### src/rtl/immgen_pipe.sv
// RISC-V immediate decoder with a ready/valid skid buffer. Decode happens before the
// output and skid registers, so both registers hold decoded results.
module immgen_pipe #(
  parameter int unsigned XLEN   = 32,
  parameter int unsigned TAG_W  = 8,
  parameter int unsigned CSR_EN = 1
) (
  input  logic             clk,
  input  logic             rst_n,
  input  logic             in_valid,
  output logic             in_ready,
  input  logic [31:0]      in_instr,
  input  logic [TAG_W-1:0] in_tag,
  output logic             out_valid,
  input  logic             out_ready,
  output logic [XLEN-1:0]  out_imm,
  output logic             out_imm_en,
  output logic [2:0]       out_fmt,
  output logic [TAG_W-1:0] out_tag
);

  typedef enum logic [2:0] {
    FmtNone = 3'd0,
    FmtI    = 3'd1,
    FmtS    = 3'd2,
    FmtB    = 3'd3,
    FmtU    = 3'd4,
    FmtJ    = 3'd5,
    FmtZ    = 3'd6
  } fmt_e;

  typedef enum logic [1:0] {StEmpty, StOne, StFull} state_e;

  state_e            st_q, st_d;
  fmt_e              dec_fmt;
  logic [31:0]       dec_imm32;
  logic [XLEN-1:0]   dec_imm;

  logic [XLEN-1:0]   out_imm_q, out_imm_d, skid_imm_q, skid_imm_d;
  fmt_e              out_fmt_q, out_fmt_d, skid_fmt_q, skid_fmt_d;
  logic [TAG_W-1:0]  out_tag_q, out_tag_d, skid_tag_q, skid_tag_d;
  logic              accept, drain;

  always_comb begin
    dec_fmt   = FmtNone;
    dec_imm32 = '0;
    if (in_instr[1:0] == 2'b11) begin
      unique case (in_instr[6:0])
        7'b0000011, 7'b0010011, 7'b1100111: begin
          dec_fmt   = FmtI;
          dec_imm32 = {{20{in_instr[31]}}, in_instr[31:20]};
        end
        7'b0011011: begin
          if (XLEN == 64) begin
            dec_fmt   = FmtI;
            dec_imm32 = {{20{in_instr[31]}}, in_instr[31:20]};
          end
        end
        7'b0100011: begin
          dec_fmt   = FmtS;
          dec_imm32 = {{20{in_instr[31]}}, in_instr[31:25], in_instr[11:7]};
        end
        7'b1100011: begin
          dec_fmt   = FmtB;
          dec_imm32 = {{19{in_instr[31]}}, in_instr[31], in_instr[7], in_instr[30:25],
                       in_instr[11:8], 1'b0};
        end
        7'b0110111, 7'b0010111: begin
          dec_fmt   = FmtU;
          dec_imm32 = {in_instr[31:12], 12'b0};
        end
        7'b1101111: begin
          dec_fmt   = FmtJ;
          dec_imm32 = {{11{in_instr[31]}}, in_instr[31], in_instr[19:12], in_instr[20],
                       in_instr[30:21], 1'b0};
        end
        7'b1110011: begin
          if (CSR_EN != 0 && in_instr[14]) begin
            dec_fmt   = FmtZ;
            dec_imm32 = {27'b0, in_instr[19:15]};
          end
        end
        default: ;
      endcase
    end
  end

  // Zimm has bit 31 clear, so a single sign-extension covers every format.
  assign dec_imm = XLEN'($signed(dec_imm32));

  assign in_ready  = (st_q != StFull);
  assign out_valid = (st_q != StEmpty);
  assign accept    = in_valid & in_ready;
  assign drain     = out_valid & out_ready;

  always_comb begin
    st_d       = st_q;
    out_imm_d  = out_imm_q;
    out_fmt_d  = out_fmt_q;
    out_tag_d  = out_tag_q;
    skid_imm_d = skid_imm_q;
    skid_fmt_d = skid_fmt_q;
    skid_tag_d = skid_tag_q;
    unique case (st_q)
      StEmpty: begin
        if (accept) begin
          out_imm_d = dec_imm;
          out_fmt_d = dec_fmt;
          out_tag_d = in_tag;
          st_d      = StOne;
        end
      end
      StOne: begin
        if (accept && drain) begin
          out_imm_d = dec_imm;
          out_fmt_d = dec_fmt;
          out_tag_d = in_tag;
        end else if (accept) begin
          skid_imm_d = dec_imm;
          skid_fmt_d = dec_fmt;
          skid_tag_d = in_tag;
          st_d       = StFull;
        end else if (drain) begin
          st_d = StEmpty;
        end
      end
      StFull: begin
        if (drain) begin
          out_imm_d = skid_imm_q;
          out_fmt_d = skid_fmt_q;
          out_tag_d = skid_tag_q;
          st_d      = StOne;
        end
      end
      default: st_d = StEmpty;
    endcase
  end

  always_ff @(posedge clk or negedge rst_n) begin
    if (!rst_n) begin
      st_q       <= StEmpty;
      out_imm_q  <= '0;
      out_fmt_q  <= FmtNone;
      out_tag_q  <= '0;
      skid_imm_q <= '0;
      skid_fmt_q <= FmtNone;
      skid_tag_q <= '0;
    end else begin
      st_q       <= st_d;
      out_imm_q  <= out_imm_d;
      out_fmt_q  <= out_fmt_d;
      out_tag_q  <= out_tag_d;
      skid_imm_q <= skid_imm_d;
      skid_fmt_q <= skid_fmt_d;
      skid_tag_q <= skid_tag_d;
    end
  end

  assign out_imm    = out_imm_q;
  assign out_fmt    = out_fmt_q;
  assign out_tag    = out_tag_q;
  assign out_imm_en = (out_fmt_q != FmtNone);

endmodule

### config.mk
export PLATFORM = sky130hd
export DESIGN_NAME = immgen_pipe
export DESIGN_NICKNAME = d
export VERILOG_FILES = /design/src/rtl/immgen_pipe.sv
export SDC_FILE = /design/constraint.sdc
export NUM_CORES = 1
export LEC_CHECK = 0
export CAP_MARGIN = 40
export CORE_MARGIN = 3
export CORE_UTILIZATION = 46
export DETAILED_ROUTE_END_ITERATION = 8
export PLACE_DENSITY = 0.76
export SYNTH_ARGS = -nofsm -noshare
export SYNTH_HDL_FRONTEND = slang
export SYNTH_SLANG_ARGS = --single-unit
### constraint.sdc
create_clock -name clk -period 1.6 [get_ports clk]
set_clock_uncertainty 0.2 [all_clocks]
set_input_delay 0.16 -clock clk [delete_from_list [all_inputs] [get_ports clk]]
set_output_delay 0.16 -clock clk [all_outputs]
set_load 0.05 [all_outputs]
==> impl_results.md, run 1 <==
- Outcome: finished with violations
- Failing checks: negative setup slack
- Worst path bufs/invs: 2
- Slew Limit Fails: 0
- Cell Area, Synth: 4250 um^2
- Fmax achieved: 524 MHz
- H-tree depth: 3
- CP Max Fanout: 12
- Wirelength per Cell: 21.7 um
- R2R depth: 6
- WS Path Type: reg -> reg
- Crit share post-route: 119%
- Unrepaired setup endpoints after global routing: true
- Arrival time worst endpoint: 1.99 ns
- Via total after detailed routing: 4382
- CP Launch Type: flop
- Worst EP required: 1.68 ns
- Reg-to-reg startpoint: st_q[0]
- Post-layout util: 77.9%
- Vias in the first global route: 4352
- Clock latency on the worst-skew pair: 0.37 ns
- Detailed router's first-iteration violation count: 431
- Period minus WS final: 1.91 ns
- Max transition margin: 72.6%
- Hold violation total from the final report: 0
- Post-synth EDFFs: 0
- Total length of routed wires: 15.3 mm
- Synth top area cells: dfrtp_1, nand2_1, nor2_1
- Leakage Power: 2.99 nW
- Most frequent cells in the layout: dfrtp_1, nand2_1, buf_4
- Distinct cells, synth: 54
- First-pass GRT wire length: 23.0 mm
- Dominant synthesized flop cell: dfrtp_1
- Buffers on Ports: 89
- Clock root cell: clkbuf_8
- Pwr Density: 1300 nW/um^2
- Final cell count without fillers: 705
- Vias per Instance: 6.22
- Gate Count Post-Synth: 437
- Nets: 636
- Drt drc: 0
- Area leader, netlist: dfrtp_1
- GRT Util Overall: 28.9%
- CTS tree: yes
- TNS Setup: -14.36 ns
- CTS Buffer Depth: 2
- Family with the most delay on the worst path: compound AO/OA/AOI/OAI gates
- CP max stage cell: dfrtp_2
- Starting Density: 48.0%
- Detailed Place HPWL: 8.88 mm
- Die Footprint: 10400 um^2
- Worst r2r dst: out_imm[27]
- Chip Width: 102 um
- CP Cell Sequence: nor2b_2 > buf_6 > o21ai_4 > clkbuf_16 > nor2_1 > a211oi_1
- Reg2Reg Setup Slack: -0.31 ns
- Crit path capture type: flop
- Commonest non-fill, non-tap cell in the layout: dfrtp_1
- Seq cells post-synth: 88
- Largest net degree at the start of global routing: 44
- Diodes inserted: 0
- Worst-Margin Slew: 0.410 ns
- I/O pins: 90
- Setup slack after layout: -0.309 ns
- Area Growth Syn to Fin: 62.2%
- Syn Area/Cell: 9.72 um^2
- Async S/R FF share, synth: 100%
- Initial DRT Pass Iterations: 7
- Chip height: 102 um
- Initial antenna violation count: 0
- Routed Antenna Nets: 0
- Synthesis Warnings: 0
- Routability Congestion: 0.825
- Layout cells sized above 1: 36.0%
- Clock transition at path regs: 0.10 ns
- Area of the core: 8850 um^2
- Number of core rows: 34
- Inst Count DP: 662
- Min-delay worst type: in -> async
- Share of the synthesized area in the top cell type: 51.8%
- CTS Buf Count: 9
- # setup viols final: 83
- Sink Count: 88
- Net count after synthesis: 481
- Max VDD drop: 0.000717 V
- # Max-Cap Violations: 0
- Register area share after synthesis: 51.8%
- Critical Path Max Stage Delay: 0.45 ns
- Dpl ws: -0.601 ns
- Total grt overflow: 0
## sequential cells by signal, indices dropped and copies added (netlist names)
signal and count:
out_fmt 3, st_q 2, skid_imm_q 32, skid_fmt_q 3
skid_tag_q 8, out_imm 32, out_tag 8
## timing repair
item,4_1_cts,5_1_grt
endpoints found under the hold margin,88,0
setup buffers,14,5
hold buffers,1,0
setup endpoints to repair,89,86
resized for setup,68,27
pin swaps,16,1
cloned,5,2
## cell type report
cell class                 count  area [um^2]
inverter                       1         3.75
sequential                    88         2210
tap                          108          135
timing repair buffer         175         2250
multi-input combinational    317         2090
clock inverter                 6         75.1
fill                         505         1960
clock buffer                  10          128
## worst min-delay path: cells and delay by family
kind / cells / cell delay (ns)
buffers and inverters: 3 / 0.89
## cells by family after synthesis
logic type,after synthesis,share of synthesized area (%)
xor gates and xnor gates,1,0.206
and+or+nand+nor,197,23.2
AOI/OAI and AO/OA,118,19.6
muxes,1,0.353
DFF,88,51.8
buffers and inverters,32,4.86
## worst max-delay path by stage
stage	startpoint	slack, ns	endpoint	cells after the start
after floorplan	st_q[0]	-0.07	out_imm[21]	7
after detailed placement	in_instr[5]	-0.60	out_imm[12]	5
after CTS	st_q[0]	-0.23	in_ready	5
final	st_q[0]	-0.31	out_imm[27]	6
after global placement	in_instr[2]	-0.58	out_imm[26]	6
after global routing	st_q[0]	-0.36	out_imm[26]	7
## report_power, final
part           leakage [nW]  switching (mW)  internal, mW  total [mW]
combinational          1.79            2.09          1.92        4.00
sequential             1.09           0.529          2.77        3.30
clock                0.0994           0.917         0.748        1.67
## routing by layer
layer	wire length (um)	part of all wire, %	up-vias	track usage (%)
li1	-	-	1886	-
met4	497	3.2	0	13.5
met2	7670	50	303	48.1
met5	0	0	-	0
met3	1230	8.0	65	4.10
met1	5920	39	2128	37.4
## stage by stage
| step | cell area, um^2 | hold slack, ns | power [mW] |
|---|---|---|---|
| detailed placement | 6020 | -0.0447 | 6.75 |
| global placement | 6020 | -0.0505 | 6.65 |
| floorplan | 4290 | -0.336 | 4.94 |
| CTS | 6700 | 0.109 | 8.68 |
| global route | 6890 | 0.119 | 9.29 |
| finish | 6890 | 0.0932 | 8.97 |
## synthesized netlist by cell type (2+ instances only)
| master | count |
|---|---|
| buf_6 | 6 |
| a21oi_1 | 23 |
| nand2b_1 | 4 |
| clkbuf_1 | 4 |
| nor3_1 | 21 |
| a211oi_1 | 18 |
| nand3_1 | 3 |
| and2_1 | 3 |
| o22ai_1 | 5 |
| or4b_1 | 3 |
| a211oi_2 | 2 |
| nor2_1 | 56 |
| o31ai_1 | 2 |
| buf_2 | 15 |
| buf_4 | 6 |
| o21ai_0 | 16 |
| nor2b_1 | 7 |
| nand4b_1 | 2 |
| a311oi_1 | 2 |
| a31oi_1 | 24 |
| a2bb2oi_1 | 4 |
| a22o_1 | 6 |
| nand2_1 | 75 |
| or3_1 | 2 |
| dfrtp_1 | 88 |
| and3b_1 | 2 |
| and3_1 | 6 |
| a221o_1 | 6 |
Power figures use the tool's default switching activity.
==> run 2, diff against run 1 <==
--- a/config.mk
+++ b/config.mk
@@ -5,6 +5,7 @@
 export SDC_FILE = /design/constraint.sdc
 export NUM_CORES = 1
 export LEC_CHECK = 0
+export ABC_CLOCK_PERIOD_IN_PS = 1600
 export CAP_MARGIN = 40
 export CORE_MARGIN = 3
 export CORE_UTILIZATION = 46
==> results of run 2 <==
No change in the layout: final DEF, timing and power equal those of run 1.
